$ cat src/rtl/alu_seq_nbit.sv
// Sequential N-bit ALU: single-cycle logic/arithmetic ops and a multi-cycle
// shift-add multiply behind a Start/Busy/Done handshake.
module alu_seq_nbit #(
  parameter int WIDTH = 24,
  parameter int CNTW  = 5
) (
  input  logic             Clock,
  input  logic             Reset,
  input  logic             Start,
  input  logic [3:0]       ALUOp,
  input  logic [WIDTH-1:0] A,
  input  logic [WIDTH-1:0] B,
  output logic             Busy,
  output logic             Done,
  output logic [WIDTH-1:0] Result,
  output logic [WIDTH-1:0] ResultHi,
  output logic             Zero,
  output logic             CarryOut,
  output logic             Overflow
);

  localparam logic [1:0] S_IDLE = 2'd0;
  localparam logic [1:0] S_EXEC = 2'd1;
  localparam logic [1:0] S_MUL  = 2'd2;

  localparam logic [3:0] OP_AND = 4'b0000;
  localparam logic [3:0] OP_OR  = 4'b0001;
  localparam logic [3:0] OP_ADD = 4'b0010;
  localparam logic [3:0] OP_XOR = 4'b0011;
  localparam logic [3:0] OP_SUB = 4'b0110;
  localparam logic [3:0] OP_SLT = 4'b0111;
  localparam logic [3:0] OP_MUL = 4'b1000;
  localparam logic [3:0] OP_SLL = 4'b1001;
  localparam logic [3:0] OP_SRL = 4'b1010;
  localparam logic [3:0] OP_NOR = 4'b1100;

  logic [1:0]         state_q, state_d;
  logic [3:0]         op_q, op_d;
  logic [WIDTH-1:0]   a_q, a_d;
  logic [WIDTH-1:0]   b_q, b_d;
  logic [2*WIDTH-1:0] acc_q, acc_d;
  logic [CNTW-1:0]    cnt_q, cnt_d;
  logic [WIDTH-1:0]   res_q, res_d;
  logic [WIDTH-1:0]   hi_q, hi_d;
  logic               zero_q, zero_d;
  logic               cout_q, cout_d;
  logic               ovf_q, ovf_d;
  logic               done_q, done_d;

  logic               is_sub;
  logic               is_as;
  logic [WIDTH-1:0]   bx;
  logic [WIDTH:0]     sum;
  logic [CNTW-1:0]    shamt;
  logic               sh_big;
  logic [WIDTH-1:0]   exec_res;
  logic               exec_c;
  logic               exec_v;
  logic [WIDTH:0]     psum;
  logic [2*WIDTH-1:0] acc_step;

  assign is_sub = (op_q == OP_SUB);
  assign is_as  = (op_q == OP_ADD) || is_sub;
  assign bx     = is_sub ? ~b_q : b_q;
  assign sum    = {1'b0, a_q} + {1'b0, bx} + {{WIDTH{1'b0}}, is_sub};
  assign shamt  = b_q[CNTW-1:0];
  assign sh_big = 32'(shamt) >= 32'(WIDTH);

  always_comb begin
    exec_res = '0;
    case (op_q)
      OP_AND:  exec_res = a_q & b_q;
      OP_OR:   exec_res = a_q | b_q;
      OP_ADD:  exec_res = sum[WIDTH-1:0];
      OP_SUB:  exec_res = sum[WIDTH-1:0];
      OP_XOR:  exec_res = a_q ^ b_q;
      OP_NOR:  exec_res = ~(a_q | b_q);
      OP_SLT:  exec_res = {{(WIDTH-1){1'b0}},
                           $signed(a_q) < $signed(b_q)};
      OP_SLL:  exec_res = sh_big ? '0 : a_q << shamt;
      OP_SRL:  exec_res = sh_big ? '0 : a_q >> shamt;
      default: exec_res = '0;
    endcase
  end

  assign exec_c = is_as & sum[WIDTH];
  assign exec_v = is_as & (a_q[WIDTH-1] == bx[WIDTH-1])
                & (sum[WIDTH-1] != a_q[WIDTH-1]);

  // Low half of acc holds the multiplier and drains out as product bits enter.
  assign psum = {1'b0, acc_q[2*WIDTH-1:WIDTH]}
              + (acc_q[0] ? {1'b0, a_q} : '0);
  assign acc_step = {psum, acc_q[WIDTH-1:1]};

  always_comb begin
    state_d = state_q;
    op_d    = op_q;
    a_d     = a_q;
    b_d     = b_q;
    acc_d   = acc_q;
    cnt_d   = cnt_q;
    res_d   = res_q;
    hi_d    = hi_q;
    zero_d  = zero_q;
    cout_d  = cout_q;
    ovf_d   = ovf_q;
    done_d  = 1'b0;
    case (state_q)
      S_IDLE: begin
        if (Start) begin
          op_d = ALUOp;
          a_d  = A;
          b_d  = B;
          if (ALUOp == OP_MUL) begin
            acc_d   = {{WIDTH{1'b0}}, B};
            cnt_d   = '0;
            state_d = S_MUL;
          end else begin
            state_d = S_EXEC;
          end
        end
      end
      S_EXEC: begin
        res_d   = exec_res;
        hi_d    = '0;
        zero_d  = (exec_res == '0);
        cout_d  = exec_c;
        ovf_d   = exec_v;
        done_d  = 1'b1;
        state_d = S_IDLE;
      end
      S_MUL: begin
        acc_d = acc_step;
        cnt_d = cnt_q + CNTW'(1);
        if (cnt_q == CNTW'(WIDTH-1)) begin
          res_d   = acc_step[WIDTH-1:0];
          hi_d    = acc_step[2*WIDTH-1:WIDTH];
          zero_d  = (acc_step[WIDTH-1:0] == '0);
          cout_d  = 1'b0;
          ovf_d   = 1'b0;
          done_d  = 1'b1;
          cnt_d   = '0;
          state_d = S_IDLE;
        end
      end
      default: state_d = S_IDLE;
    endcase
  end

  always_ff @(posedge Clock or negedge Reset) begin
    if (!Reset) begin
      state_q <= S_IDLE;
      op_q    <= '0;
      a_q     <= '0;
      b_q     <= '0;
      acc_q   <= '0;
      cnt_q   <= '0;
      res_q   <= '0;
      hi_q    <= '0;
      zero_q  <= 1'b1;
      cout_q  <= 1'b0;
      ovf_q   <= 1'b0;
      done_q  <= 1'b0;
    end else begin
      state_q <= state_d;
      op_q    <= op_d;
      a_q     <= a_d;
      b_q     <= b_d;
      acc_q   <= acc_d;
      cnt_q   <= cnt_d;
      res_q   <= res_d;
      hi_q    <= hi_d;
      zero_q  <= zero_d;
      cout_q  <= cout_d;
      ovf_q   <= ovf_d;
      done_q  <= done_d;
    end
  end

  assign Busy     = (state_q != S_IDLE);
  assign Done     = done_q;
  assign Result   = res_q;
  assign ResultHi = hi_q;
  assign Zero     = zero_q;
  assign CarryOut = cout_q;
  assign Overflow = ovf_q;

endmodule

$ cat config.mk
export PLATFORM = sky130hd
export DESIGN_NAME = alu_seq_nbit
export DESIGN_NICKNAME = d
export VERILOG_FILES = /design/src/rtl/alu_seq_nbit.sv
export SDC_FILE = /design/constraint.sdc
export NUM_CORES = 1
export LEC_CHECK = 0
export BUFFER_PORTS_ARGS = -buffer_cell sky130_fd_sc_hd__buf_2
export CORE_ASPECT_RATIO = 0.6
export CORE_MARGIN = 2
export CORE_UTILIZATION = 45
export CTS_CLUSTER_SIZE = 25
export DETAILED_ROUTE_END_ITERATION = 8
export PLACE_DENSITY_LB_ADDON = 0.2
export RECOVER_POWER = 25
export SYNTH_ARGS = -nofsm -noshare
export SYNTH_HDL_FRONTEND = slang
export SYNTH_SLANG_ARGS = --single-unit
$ cat constraint.sdc
create_clock -name Clock -period 4.8 [get_ports Clock]
set_input_delay 0.24 -clock Clock [delete_from_list [all_inputs] [get_ports Clock]]
set_output_delay 0.24 -clock Clock [all_outputs]
set_load 0.02 [all_outputs]
== After elaboration in Yosys (flattened, before gate mapping) ==
Cells that the tools add are included.
Word-level totals
  input port bits: 55
  flip-flop bits (word level): 159
  logic and storage cells: 85
Cells by class
  add/sub/neg operators: 4
  shifts and indexed selects: 2
  multiplexer cells: 27
  magnitude comparators: 2
  equal/unequal tests: 17
  reduce and logical (&&, ||, !) cells: 13
  bitwise logic cells: 8
Operators by type and width (number)
  $pmux 24 s8: 1
  $mux 24: 6
  $mux 48: 2
  $pmux 24 s2: 2
  $pmux 48 s2: 1
  $add 24x24->25: 2
  $logic_not 24->1: 2
  $not 24->24: 2
  $add 25x1->25: 1
  $and 24x24->24: 1
  $lt 24x24->1: 1
  $or 24x24->24: 1
  $shl 24x5->24: 1
  $shr 24x5->24: 1
  $xor 24x24->24: 1
  $eq 4x4->1 const B: 4
  $mux 5: 3
  $pmux 5 s2: 1
  $eq 4x2->1 const B: 2
  $eq 4x3->1 const B: 2
  $pmux 1 s2: 4
  $mux 2: 3
  $ne 2x2->1 const B: 3
  $reduce_and 2->1: 3
  other kinds (17): 23

== Depth between registers and ports, before layout ==
  word-level depth: 7
  gate-level depth with buffers: 17

== Least setup slack after synthesis ==
OpenSTA, ideal clock, no wires.
  path kind: register to register
  from: reg op_q[3]
  to: reg zero_q, in the netlist Zero
  data arrival time: 4505 ps
  stages on the path, launching flop included: 17
  required time: 4714 ps
  buffers on the path: 3
  path slack: 209 ps
  period minus slack after synthesis: 4591 ps
  path through: dfrtp_1 > buf_2 > and4bb_1 > buf_2 > buf_1 > xnor2_1 > ha_1 > nor2b_4 > o2111a_1 > a2111oi_4 > a2111oi_2 > or2_1 > mux2_2 > a2111oi_1 > nand4_1 > or4_1 > o31ai_2
On the way
  word-level cells in the longest chain between the ends: 7
Ends and longest elaborated chain
  from (decl): line 38  | logic [3:0] op_q, op_d;
  from (signal assigned): line 166  | op_q <= op_d;
  $eq 4x3->1: line 62, 71
  $mux 24: line 64  | assign bx = is_sub ? ~b_q : b_q;
  $add 24x24->25: line 65  | assign sum = {1'b0, a_q} + {1'b0, bx} + {{WIDTH{1'b0}}, is_sub};
  $add 25x1->25: line 65
  $pmux 24 s8 (*): line 71  | case (op_q)
  $logic_not 24->1 (*): line 126  | zero_d = (exec_res == '0);
  $pmux 1 s2 (*): line 108  | case (state_q)
  to (signal assigned): line 173  | zero_q <= zero_d;
  to (decl): line 45  | logic zero_q, zero_d;
Every way passes the cells marked *; elsewhere a longest branch is shown, timed or not.
A chain may end at the register's enable or synchronous reset.

== Worst setup path in the final report ==
Same ends and word-level chain as after synthesis.

==> impl_metrics.py <==
metrics = {
    "power": {
        "p_int_w": 0.00455,
        "p_per_area_nw_per_um2": 557,
        "clkPwrFrac_pct": 15.3,
        "p_total_w": 0.00922,
        "p_leak_nw": 7.47,
        "ir_worst_vdd_v": 0.000298,
        "switching_share_pct": 50.7,
        "power_switching_w": 0.00467,
        "pwr-share-seq_pct": 22.4,
        "pwr-share-comb_pct": 62.2,
    },
    "floorplan": {
        "die_area_sq_um": 33900,
        "die_w_um": 236,
        "io_pins": 108,
        "start_util_pct": 46.2,
        "row_count": 50,
        "die_h_um": 143,
        "core_sq_um": 31500,
    },
    "route": {
        "dr.pass1.iters": 6,
        "drtAntennaViolNets": 0,
        "drt_wl_total_um": 59100,
        "wire_per_inst_um": 27.1,
        "avgViaCountPerCell": 6.50,
        "post-route-drc-count": 0,
        "vias": 14200,
        "dr.first_iter.drc_count": 1911,
    },
    "cells_and_area": {
        "fillers": 2981,
        "fin_cells": 2184,
        "nNetsFinal": 1938,
        "area_delta_synth_final_pct": 13.6,
        "drive_above_1_share_pct": 18.6,
        "fin_area_sq_um": 16500,
        "mostFrequentLayoutCell": "nand2_1",
        "most-common-layout-cells": "184 x nand2_1, 155 x dfrtp_1, 154 x o21ai_0",
    },
    "setup_path": {
        "cp_slowest_cell": "a2111oi_4",
        "cp-end-kind": "flop",
        "crit_required_ns": 5.18,
        "cp_cell_sequence": "and4bb_1 > buf_12 > xnor2_1 > ha_1 > o2111a_1 > a2111oi_4 > a2111oi_4 > or2_1 > mux2_2 > a2111oi_1 > nand4_1 > or4_1 > o31ai_2",
        "crit_arrival_ns": 4.91,
        "worstSetupPathType": "flop to flop",
        "setup.worst_path.start_class": "flop",
        "critPathMaxFanout": 17,
        "critPathMaxStageDelay_ns": 0.60,
        "crit_top_cell": "a2111oi_4",
    },
    "placed_design": {
        "post-dp-hpwl_um": 44800,
        "post_dp_cell_area_sq_um": 15800,
        "post-place-cells": 2135,
        "port_buffers": 107,
        "place_congestion": 1.03,
    },
    "synth": {
        "synth_top_area_share_pct": 27.1,
        "avgSynthCellArea_sq_um": 8.81,
        "netlist_area_sq_um": 14600,
        "seq_area_frac_synth_pct": 27.3,
        "synthArstFlopShare_pct": 100,
        "yosysUniqueCellTypes": 93,
        "synth_fp_nets": 1836,
        "synth_cells": 1653,
        "synth_warnings": 0,
        "synth.largest_area_cell": "dfrtp_1",
        "synth_seq_cells": 159,
        "synth-main-ff-cell": "dfrtp_1",
        "synthTopCellsByArea": "dfrtp_1 27%, ha_1 11%, o21ai_0 5.3%",
        "synth_edf_count": 0,
    },
    "grt": {
        "grt_antenna_before_repair": 0,
        "grt_pass1_vias": 13000,
        "gr-total-overflow": 0,
        "grt_max_degree": 90,
        "grt_pass1_wl_um": 87600,
        "grt_usage_pct": 34.9,
    },
    "sta": {
        "hold_violations": 0,
        "period_needed_ns": 4.53,
        "min_period_over_period_pct": 94.4,
        "setup-tns-final_ns": 0,
        "report.final.slew_viol_count": 70,
        "slew_headroom_pct": -129,
        "tightest_slew_ns": 3.44,
        "grt_setup_unrepaired": "no",
        "whs_ns": 0.0187,
        "fin_worst_skew_ns": 0.0181,
        "fmaxAchievable_mhz": 221,
        "setup_viol": 0,
    },
    "status": {
        "violations": "capacitance limit, slew limit",
        "status": "complete, but fails checks",
    },
    "clock_tree": {
        "cts.htree.levels": 4,
        "postCtsSetupRepairBufs": 0,
        "clk_path_buf_depth": 2,
        "clock_latency_ns": 0.48,
        "cts-root-buf": "clkbuf_16",
        "clk_pin_slew_ns": 0.07,
        "tritoncts": "done",
        "numCtsBuffers": 17,
        "clock_sinks": 159,
    },
    "min_path": {
        "hold_class": "primary input to flop",
    },
    "job": {
        "cap_violations": 1,
    },
}
stage by stage:
step / worst slack [ns] / util (%)
finish: 0.267 / 52.5
global route: 0.0300 / 52.5
CTS: 0.151 / 52.5
detailed placement: 0.201 / 50.2
global placement: 0.260 / 50.2
floorplan: 0.209 / -
logic make-up (layout without fill, tap and decap cells):
kind of cell | Yosys count | count (layout) | share of synthesized area (%)
AO/OA/AOI/OAI | 463 | 463 | 21.1
buffers and inverters | 191 | 305 | 5.38
multiplexers | 175 | 175 | 15.6
AND/OR/NAND/NOR | 491 | 491 | 16.8
adder cells (fa/ha/maj) | 128 | 128 | 11.1
other | 0 | 1 | 0
flip-flops | 159 | 159 | 27.3
XOR/XNOR | 46 | 46 | 2.77
worst paths after layout:
check	cells past startpoint	from	end	slack (ns)
worst max register to register	13	op_q[3]$_DFFE_PN0P_	Zero$_DFFE_PN1P_	0.27
worst max-delay path	13	op_q[3]$_DFFE_PN0P_	Zero$_DFFE_PN1P_	0.27
worst min register to register	2	ResultHi[12]$_DFFE_PN0P_	ResultHi[12]$_DFFE_PN0P_	0.48
worst min-delay path	2	A[9]	a_q[9]$_DFFE_PN0P_	0.02
min in group asynchronous	2	Reset	acc_q[10]$_DFFE_PN0P_	1.65
max in group asynchronous	2	Reset	b_q[0]$_DFFE_PN0P_	0.89
worst max-delay path: cells and delay by family, from the launching register on:
family | cells | cell delay, ns
AOI/OAI and AO/OA | 5 | 1.65
and+or+nand+nor | 4 | 1.42
xor gates and xnor gates | 1 | 0.14
DFF | 1 | 0.37
muxes | 1 | 0.30
adders and majority gates | 1 | 0.33
buffers and inverters | 1 | 0.22
Yosys cell counts, types with 16 or more instances:
master / number
xnor2_1: 41
dfrtp_1: 158
nor2_1: 86
nand3_1: 27
o22ai_1: 30
buf_2: 16
nand2_1: 185
nor2b_1: 16
nor3_1: 27
nand2b_1: 18
clkbuf_1: 91
mux2_2: 65
o21ai_0: 154
ha_1: 126
a211oi_1: 28
and2_1: 34
mux2i_1: 74
inv_1: 66
a21oi_1: 64
mux4_2: 33
a21o_1: 24
per-layer routing:
metal  vias to the layer above  part of all wire (%)  GRT usage, %
met5                         -                     0             0
li1                       6298                     -             -
met2                       817                    39          46.5
met4                         0                   2.5          9.56
met1                      6955                    47          52.9
met3                       116                    12          11.3
flip-flops by register name, indices dropped and copies added, names as in the netlist:
| signal | cells |
|---|---|
| acc_q | 48 |
| ResultHi | 24 |
| Result | 24 |
| a_q | 24 |
| b_q | 24 |
| cnt_q | 5 |
| op_q | 4 |
| state_q | 2 |
| CarryOut | 1 |
| Done | 1 |
| Overflow | 1 |
| Zero | 1 |
layout make-up:
cell class / count / area [sq um] / share of cell area [%]
antenna: 1 / 2.50 / 0.0151
clock buffer: 17 / 425 / 2.57
clock inverter: 14 / 148 / 0.892
inverter: 68 / 256 / 1.55
multi-input combinational: 1303 / 9860 / 59.6
sequential: 159 / 3980 / 24.1
tap: 416 / 520 / 3.15
timing repair buffer: 206 / 1350 / 8.13
power groups by stage:
stage          combinational, W  clock (W)  sequential, W
2_1_floorplan           0.00346          0        0.00202
3_3_place_gp            0.00545          0        0.00206
5_1_grt                 0.00607    0.00147        0.00209
6_report                0.00574    0.00141        0.00207
3_5_place_dp            0.00546          0        0.00207
4_1_cts                 0.00551    0.00143        0.00205
timing repair:
item	4_1_cts	5_1_grt
hold buffers	17	0
hold endpoints to repair	82	0
gates resized for setup	0	2
setup endpoints to repair	0	1
Note: power is estimated with default switching activity, not from simulation.
